--- config.mk ---
export PLATFORM = sky130hd
export DESIGN_NAME = vga_sync_gen
export DESIGN_NICKNAME = d
export VERILOG_FILES = /design/src/rtl/vga_timing_pkg.sv /design/src/rtl/vga_pix_div.sv /design/src/rtl/vga_sync_gen.sv
export SDC_FILE = /design/constraint.sdc
export NUM_CORES = 1
export LEC_CHECK = 0
export BUFFER_PORTS_ARGS = -buffer_cell sky130_fd_sc_hd__buf_2
export CAP_MARGIN = 30
export CORE_ASPECT_RATIO = 0.7
export CORE_MARGIN = 10
export CORE_UTILIZATION = 55
export CTS_BUF_LIST = sky130_fd_sc_hd__clkbuf_16
export DETAILED_ROUTE_END_ITERATION = 8
export GPL_TIMING_DRIVEN = 0
export PLACE_DENSITY = 0.78
export SYNTH_ARGS = -nofsm -noshare
export SYNTH_HDL_FRONTEND = slang
export SYNTH_SLANG_ARGS = --single-unit
--- constraint.sdc ---
create_clock -name clk -period 6.3 [get_ports clk]
set_input_delay 0.945 -clock clk [delete_from_list [all_inputs] [get_ports clk]]
set_output_delay 0.945 -clock clk [all_outputs]
set_load 0.1 [all_outputs]
--- src/rtl/vga_timing_pkg.sv ---
// Shared VGA timing constants (640x480 @ 60 Hz from a 100 MHz clock).
// The pixel and game logic uses the same constants.
package vga_timing_pkg;

    localparam int VGA_H_TOTAL     = 800;
    localparam int VGA_H_SYNC      = 96;
    localparam int VGA_H_ACT_START = 144;
    localparam int VGA_H_ACT_END   = 783;
    localparam int VGA_V_TOTAL     = 525;
    localparam int VGA_V_SYNC      = 2;
    localparam int VGA_V_ACT_START = 35;
    localparam int VGA_V_ACT_END   = 514;
    localparam int VGA_PIX_DIV     = 4;
    localparam int VGA_GAME_DIV    = 6;
    localparam int VGA_CNT_W       = 10;

    // Counter width for a modulus n; never returns less than one bit.
    function automatic int width_of(input int n);
        return (n <= 1) ? 1 : $clog2(n);
    endfunction

endpackage

--- src/rtl/vga_pix_div.sv ---
// Pixel strobe generator: vga_clk is high for one clk out of every PIX_DIV.
module vga_pix_div
    import vga_timing_pkg::*;
#(
    parameter int PIX_DIV = VGA_PIX_DIV
) (
    input  logic clk,
    input  logic rst_n,
    output logic vga_clk
);

    localparam int            DW       = width_of(PIX_DIV);
    localparam logic [DW-1:0] DIV_LAST = DW'(PIX_DIV - 1);

    logic [DW-1:0] div_q, div_d;
    logic          vga_clk_q;

    always_comb begin
        div_d = (div_q == DIV_LAST) ? '0 : div_q + 1'b1;
    end

    // Strobe is registered from the next divider value so it is high
    // exactly while the divider sits at PIX_DIV-1, and low in reset.
    always_ff @(posedge clk or negedge rst_n) begin
        if (!rst_n) begin
            div_q     <= '0;
            vga_clk_q <= 1'b0;
        end else begin
            div_q     <= div_d;
            vga_clk_q <= (div_d == DIV_LAST);
        end
    end

    assign vga_clk = vga_clk_q;

endmodule

--- src/rtl/vga_sync_gen.sv ---
// VGA raster counters with registered sync/bright decode, frame_start and a
// frame-divided game_tick clock-enable.
module vga_sync_gen
    import vga_timing_pkg::*;
#(
    parameter int H_TOTAL     = VGA_H_TOTAL,
    parameter int H_SYNC      = VGA_H_SYNC,
    parameter int H_ACT_START = VGA_H_ACT_START,
    parameter int H_ACT_END   = VGA_H_ACT_END,
    parameter int V_TOTAL     = VGA_V_TOTAL,
    parameter int V_SYNC      = VGA_V_SYNC,
    parameter int V_ACT_START = VGA_V_ACT_START,
    parameter int V_ACT_END   = VGA_V_ACT_END,
    parameter int PIX_DIV     = VGA_PIX_DIV,
    parameter int GAME_DIV    = VGA_GAME_DIV
) (
    input  logic                 clk,
    input  logic                 rst_n,
    output logic                 vga_clk,
    output logic [VGA_CNT_W-1:0] hCount,
    output logic [VGA_CNT_W-1:0] vCount,
    output logic                 hSync,
    output logic                 vSync,
    output logic                 bright,
    output logic                 frame_start,
    output logic                 game_tick
);

    localparam int            W         = VGA_CNT_W;
    localparam logic [W-1:0]  H_LAST    = W'(H_TOTAL - 1);
    localparam logic [W-1:0]  V_LAST    = W'(V_TOTAL - 1);
    localparam logic [W-1:0]  H_SYNC_C  = W'(H_SYNC);
    localparam logic [W-1:0]  V_SYNC_C  = W'(V_SYNC);
    localparam logic [W-1:0]  H_ACT_S_C = W'(H_ACT_START);
    localparam logic [W-1:0]  H_ACT_E_C = W'(H_ACT_END);
    localparam logic [W-1:0]  V_ACT_S_C = W'(V_ACT_START);
    localparam logic [W-1:0]  V_ACT_E_C = W'(V_ACT_END);
    localparam int            FW        = width_of(GAME_DIV);
    localparam logic [FW-1:0] FC_LAST   = FW'(GAME_DIV - 1);

    logic          pix_stb;
    logic [W-1:0]  h_q, h_d, v_q, v_d;
    logic [FW-1:0] fc_q, fc_d;
    logic          hs_q, hs_d, vs_q, vs_d, bright_q, bright_d;
    logic          frame_start_q, game_tick_q;
    logic          h_wrap, frame_wrap;

    vga_pix_div #(
        .PIX_DIV (PIX_DIV)
    ) u_pix_div (
        .clk     (clk),
        .rst_n   (rst_n),
        .vga_clk (pix_stb)
    );

    always_comb begin
        h_wrap     = pix_stb && (h_q == H_LAST);
        frame_wrap = h_wrap && (v_q == V_LAST);
        h_d        = h_q;
        v_d        = v_q;
        fc_d       = fc_q;
        if (pix_stb) begin
            h_d = h_wrap ? '0 : h_q + 1'b1;
        end
        if (h_wrap) begin
            v_d = (v_q == V_LAST) ? '0 : v_q + 1'b1;
        end
        if (frame_wrap) begin
            fc_d = (fc_q == FC_LAST) ? '0 : fc_q + 1'b1;
        end
        // Decode from the next counts so the registered flags line up with them.
        hs_d     = (h_d >= H_SYNC_C);
        vs_d     = (v_d >= V_SYNC_C);
        bright_d = (h_d >= H_ACT_S_C) && (h_d <= H_ACT_E_C) &&
                   (v_d >= V_ACT_S_C) && (v_d <= V_ACT_E_C);
    end

    always_ff @(posedge clk or negedge rst_n) begin
        if (!rst_n) begin
            h_q           <= '0;
            v_q           <= '0;
            fc_q          <= '0;
            hs_q          <= 1'b0;
            vs_q          <= 1'b0;
            bright_q      <= 1'b0;
            frame_start_q <= 1'b0;
            game_tick_q   <= 1'b0;
        end else begin
            h_q           <= h_d;
            v_q           <= v_d;
            fc_q          <= fc_d;
            hs_q          <= hs_d;
            vs_q          <= vs_d;
            bright_q      <= bright_d;
            frame_start_q <= frame_wrap;
            game_tick_q   <= frame_wrap && (fc_q == FC_LAST);
        end
    end

    assign vga_clk     = pix_stb;
    assign hCount      = h_q;
    assign vCount      = v_q;
    assign hSync       = hs_q;
    assign vSync       = vs_q;
    assign bright      = bright_q;
    assign frame_start = frame_start_q;
    assign game_tick   = game_tick_q;

endmodule

* Word level (Yosys, flattened, before mapping)
Index checks and enable logic that the tools add are counted.
** Cells by class
- Add/sub/neg operators :: 4
- $lt $le $gt $ge :: 6
- Equality and inequality tests :: 5
- Muxes and demuxes :: 6
- Reduce and logical (&&, ||, !) cells :: 6
** Operators by type and width (count)
- $mux W10 :: 4
- $add A10 B1 Y10 const B :: 2
- $eq A10 B10 Y1 const B :: 2
- $le A10 B10 Y1 const B :: 2
- $ge A10 B2 Y1 const B :: 1
- $ge A10 B6 Y1 const B :: 1
- $ge A10 B7 Y1 const B :: 1
- $ge A10 B8 Y1 const B :: 1
- $logic_and A1 B1 Y1 :: 6
- $eq A2 B2 Y1 const B :: 2
- $add A3 B1 Y3 const B :: 1
- $eq A3 B3 Y1 const B :: 1
- $mux W3 :: 1
- $add A2 B1 Y2 const B :: 1
- $mux W2 :: 1
** Word-level totals
- Register bits :: 31
- Input bits :: 2
- Logic and storage cells :: 37

* Longest topological paths before layout
- Depth after elaboration :: 8
- Gate-level depth with buffers :: 9
- Depth with buffers taken out :: 8

* Modules after synthesis
Synthesis repeated with hierarchy kept, for this count alone.
** Unflattened totals
- Cells, all modules :: 152
- Area, all modules :: 1560.2 sq um
** By module, submodules not included
- vga_sync_gen :: times used 1, cells an instance 144, area each 1448.9 sq um
- vga_pix_div :: times used 1, cells an instance 8, area each 111.4 sq um

* Worst setup path before layout
Ideal clock, no wire load.
- Path kind :: reg2reg
- From :: register h_q[0] (netlist: hCount[0])
- To :: register vs_q (netlist: vSync)
- Library setup time :: 0.139 ns
- Data arrival time :: 2.845 ns
- Setup slack :: 3.316 ns
- Stages on the path, launching flop included :: 8
- Buffers on the path :: 1
- Cell sequence :: dfrtp_1 > ha_1 > and4_1 > and3_1 > buf_6 > a31oi_4 > or4_1 > or4_1
** Between the ends
- Longest elaborated chain between the ends :: 4
** Ends and longest elaborated chain
- start: declaration :: RTL line vga_sync_gen.sv:42 : logic [W-1:0] h_q, h_d, v_q, v_d;
- start signal: assignment :: RTL line vga_sync_gen.sv:80 : h_q <= '0;
- start signal: assignment :: RTL line vga_sync_gen.sv:89 : h_q <= h_d;
- $eq A10 B10 Y1 :: RTL line vga_sync_gen.sv:57 : h_wrap = pix_stb && (h_q == H_LAST);
- $logic_and A1 B1 Y1 :: RTL line vga_sync_gen.sv:57
- $mux W10 :: RTL line vga_sync_gen.sv:65 : if (h_wrap) begin
- net v_d[3] :: RTL line vga_sync_gen.sv:42
- $ge A10 B2 Y1 :: RTL line vga_sync_gen.sv:73 : vs_d = (v_d >= V_SYNC_C);
- net vs_d :: RTL line vga_sync_gen.sv:44 : logic hs_q, hs_d, vs_q, vs_d, bright_q, bright_d;
- end signal: assignment :: RTL line vga_sync_gen.sv:93 : vs_q <= vs_d;
- end: declaration :: RTL line vga_sync_gen.sv:44
The timed path passes the listed nets, and every way through them passes these cells.
A chain may end at the register's enable or synchronous reset.

* Worst setup path in the final report
- From :: register v_q[0] (netlist: vCount[0])
- To :: register bright_q (netlist: bright)
** Between the ends
- Longest elaborated chain between the ends :: 6
- Elaborated cells between the ends (all ways) :: 8
- Those cells by class :: add/sub (1); order compare (2); eq/ne (1); mux (2); reduce/logical (2)
** Ends and longest elaborated chain
- start: declaration :: RTL line vga_sync_gen.sv:42
- start signal: assignment :: RTL line vga_sync_gen.sv:90 : v_q <= v_d;
- $add A10 B1 Y10 / $eq A10 B10 Y1 (equally long branches) :: RTL line vga_sync_gen.sv:66 : v_d = (v_q == V_LAST) ? '0 : v_q + 1'b1;
- $mux W10 :: RTL line vga_sync_gen.sv:66
- $mux W10 (*) :: RTL line vga_sync_gen.sv:65
- $ge A10 B6 Y1 :: RTL line vga_sync_gen.sv:75 : (v_d >= V_ACT_S_C) && (v_d <= V_ACT_E_C);
- $logic_and A1 B1 Y1 :: RTL line vga_sync_gen.sv:74 : bright_d = (h_d >= H_ACT_S_C) && (h_d <= H_ACT_E_C) &&
- $logic_and A1 B1 Y1 (*) :: RTL line vga_sync_gen.sv:75
- net bright_d :: RTL line vga_sync_gen.sv:44
- end signal: assignment :: RTL line vga_sync_gen.sv:94 : bright_q <= bright_d;
- end: declaration :: RTL line vga_sync_gen.sv:44
The timed path passes the listed nets; every way through them passes the cells marked *.

==> results.ini <==
[logic_synthesis]
synth_cells=169
yosysMostFrequentCell=dfrtp_1
ys_types=48
ys_top_cells_by_area=dfrtp_1, xnor2_1, ha_1
ys_seq_area_share_pct=45.0
synthFlopType=dfrtp_1
synth_fa_ha_area_share_pct=3.63
synth_top_area_share_pct=45.0
yosys.area_share.simple_pct=24.9
synth.largest_area_cell=dfrtp_1
synth_xor_area_share_pct=6.10
muxShareOfSynthArea_pct=1.23
synth_compound_area_share_pct=13.6
syn-num-nets=176
synth-edff-count=0
synth_top_family_by_area=simple AND/OR/NAND/NOR gates
synth_area_mm2=0.00172
ys_ff_latch=31
avgSynthCellArea_um2=10.2
ys_top_cells_by_count=dfrtp_1, nor2_1, inv_1, nand2_1, nand3_1
yosysWarnings=0
synth-async-reset-ratio_pct=100

[detailed_routing]
top_layer=met4
drt_iter0_markers=183
via_per_inst=6.28
dr.pass1.iters=4
dr_wl_met2_um=2050
wire_per_inst_um=18.0
vias=1507
finalWirelength_um=4310
met3_length_um=428
drcViolationCount=0
wl_met1_um=1770
ant_nets=0

[clock_network]
clock_tree.buffer_depth=2
clock_sinks=31
clk_latency_ns=0.27
clockRootBuffer=clkbuf_16
path_clk_slew_ns=0.05
cts_buffers=5
htreeDepth=2
cts_setup_buffers=0
cts_tree=built
cts-resized-gates=0
postCtsHoldBufs=0

[critical_path]
arrival_ns=2.83
rr_worst_depth=8
startpoint_type=register
crit_path_max_incr_delay_ns=0.50
crit_slowest_cell=or3_1
critPathKind=register to register
critPathMaxFanout=6
crit_chain=inv_1, ha_1, nand4bb_1, or3_1, and4_1, or2_2, nor4_1, o211a_1
cp_data_required_time_ns=6.51
end_kind=register

[sta]
finalHoldViolCount=0
maxSlewHeadroom_pct=55.6
rsz0062_at_grt=false
period_share_pct=41.7
finalClockSkew_ns=0.00549
worstMarginPinSlew_ns=0.667
period_needed_ns=2.63
tns_ns=0
setup_viol=0
maxSlewViolCount=0
fmax_mhz=381

[place]
hpwl_um=3130
gp_congestion=0.970
dp_cells=232
portBuffers=27

[die]
dieWidth_um=86.9
initial_core_util_pct=59.4
core-area_mm2=0.00290
die_height_um=66.8
die_area_mm2=0.00581
core.rowCount=16
ios=28

[power_and_ir_drop]
p_leak_nw=1.04
powerDensity_mw_per_mm2=227
vdd_ir_drop_max_v=0.000184

[layout]
layout.cells.non_filler=240
layout.nets=210
synthToLayoutAreaGrowth_pct=20.0
drive_gt1_share_pct=24.0
seq_area_um2=776
multi_input_comb_area_um2=853
diodes=0
nFillCells=208

[global_route]
grt_max_degree=32
grt_pass1_vias=1498
gr-total-overflow=0
track_usage_pct=16.3
antenna_found_initial=0
grt_pass1_wl_um=7460

[run_status]
run_status=completed

[job]
cap_violations=0

[min_path]
hold_path_class=register to register
hold_depth=1

[sequential cells by signal (all words and copies together), names as in the netlist]
signal	flops
u_pix_div.div_q	2
u_pix_div.vga_clk	1
hSync	1
vCount	10
hCount	10
vSync	1
fc_q	3
game_tick	1
frame_start	1
bright	1
[cell type report]
class / count / area share [%]
repair buffers: 27 / 6.53
clock buffers: 5 / 6.05
multi-input cells: 121 / 41.3
inverters: 11 / 2.00
plain buffers: 6 / 2.60
clock inverters: 3 / 1.88
well taps: 36 / 2.18
flip-flops and latches: 31 / 37.5
[cell usage in the layout, fill, tap and decap left out, types with 4 or more instances in the layout]
cell,Yosys,routed
dfrtp_1,31,31
buf_2,1,28
nor2_1,12,12
inv_1,11,11
nand2_1,9,9
nand3_1,9,9
xnor2_1,8,8
nor3_1,7,7
o21ai_0,7,7
nand4_1,6,6
ha_1,5,5
clkbuf_16,0,5
buf_6,4,4
xor2_1,4,4
or3_1,4,4
[per-stage QoR]
stage	total power, mW	util, %	hold WS [ns]	area [um2]	setup slack, ns
after floorplan	0.203	-	0.422	1720	3.32
after global placement	0.207	65.6	0.433	1900	3.78
after detailed placement	0.207	65.6	0.448	1900	3.74
after CTS	0.475	71.3	0.456	2070	3.70
after global routing	0.483	71.3	0.480	2070	3.48
final	0.470	71.3	0.453	2070	3.67
[routing by layer]
layer  global-route usage, %  vias to the layer above
li1                        -                      702
met1                    20.1                      735
met2                    25.5                       63
met3                    6.08                        7
met4                    5.65                        0
met5                       0                        -
[report_power, final]
group | leakage [nW] | switching [mW] | internal (mW)
Clock | 0.0812 | 0.0832 | 0.184
Combinational | 0.542 | 0.00359 | 0.000223
Sequential | 0.419 | 0 | 0.199
Total | 1.04 | 0.0868 | 0.384
[final timing paths]
| path | endpoint | from | slack, ns |
|---|---|---|---|
| setup / recovery | bright | vCount[0] | 3.67 |
| hold / removal | u_pix_div.div_q[0] | u_pix_div.div_q[0] | 0.45 |
| setup reg to reg | bright | vCount[0] | 3.67 |
| hold reg to reg | u_pix_div.div_q[0] | u_pix_div.div_q[0] | 0.45 |
| max in group asynchronous | u_pix_div.div_q[1] | rst_n | 5.16 |
| min in group asynchronous | hCount[9] | rst_n | 0.70 |
[worst max-delay path, delay by kind of cell, from the launching register on]
kind / cells / cell delay [ns]
simple gates: 5 / 1.57
fa+ha+maj: 1 / 0.17
compound gates: 1 / 0.22
buf+inv: 1 / 0.14
flops: 1 / 0.43
[cell families (layout without fill, tap and decap cells)]
| logic type | count (synthesis) | count (layout) |
|---|---|---|
| AO/OA/AOI/OAI | 31 | 31 |
| XOR/XNOR | 12 | 12 |
| adder cells (fa/ha/maj) | 5 | 5 |
| buffers and inverters | 17 | 52 |
| flip-flops | 31 | 31 |
| multiplexers | 2 | 2 |
| AND/OR/NAND/NOR | 71 | 71 |
Power figures use the tool's default switching activity.
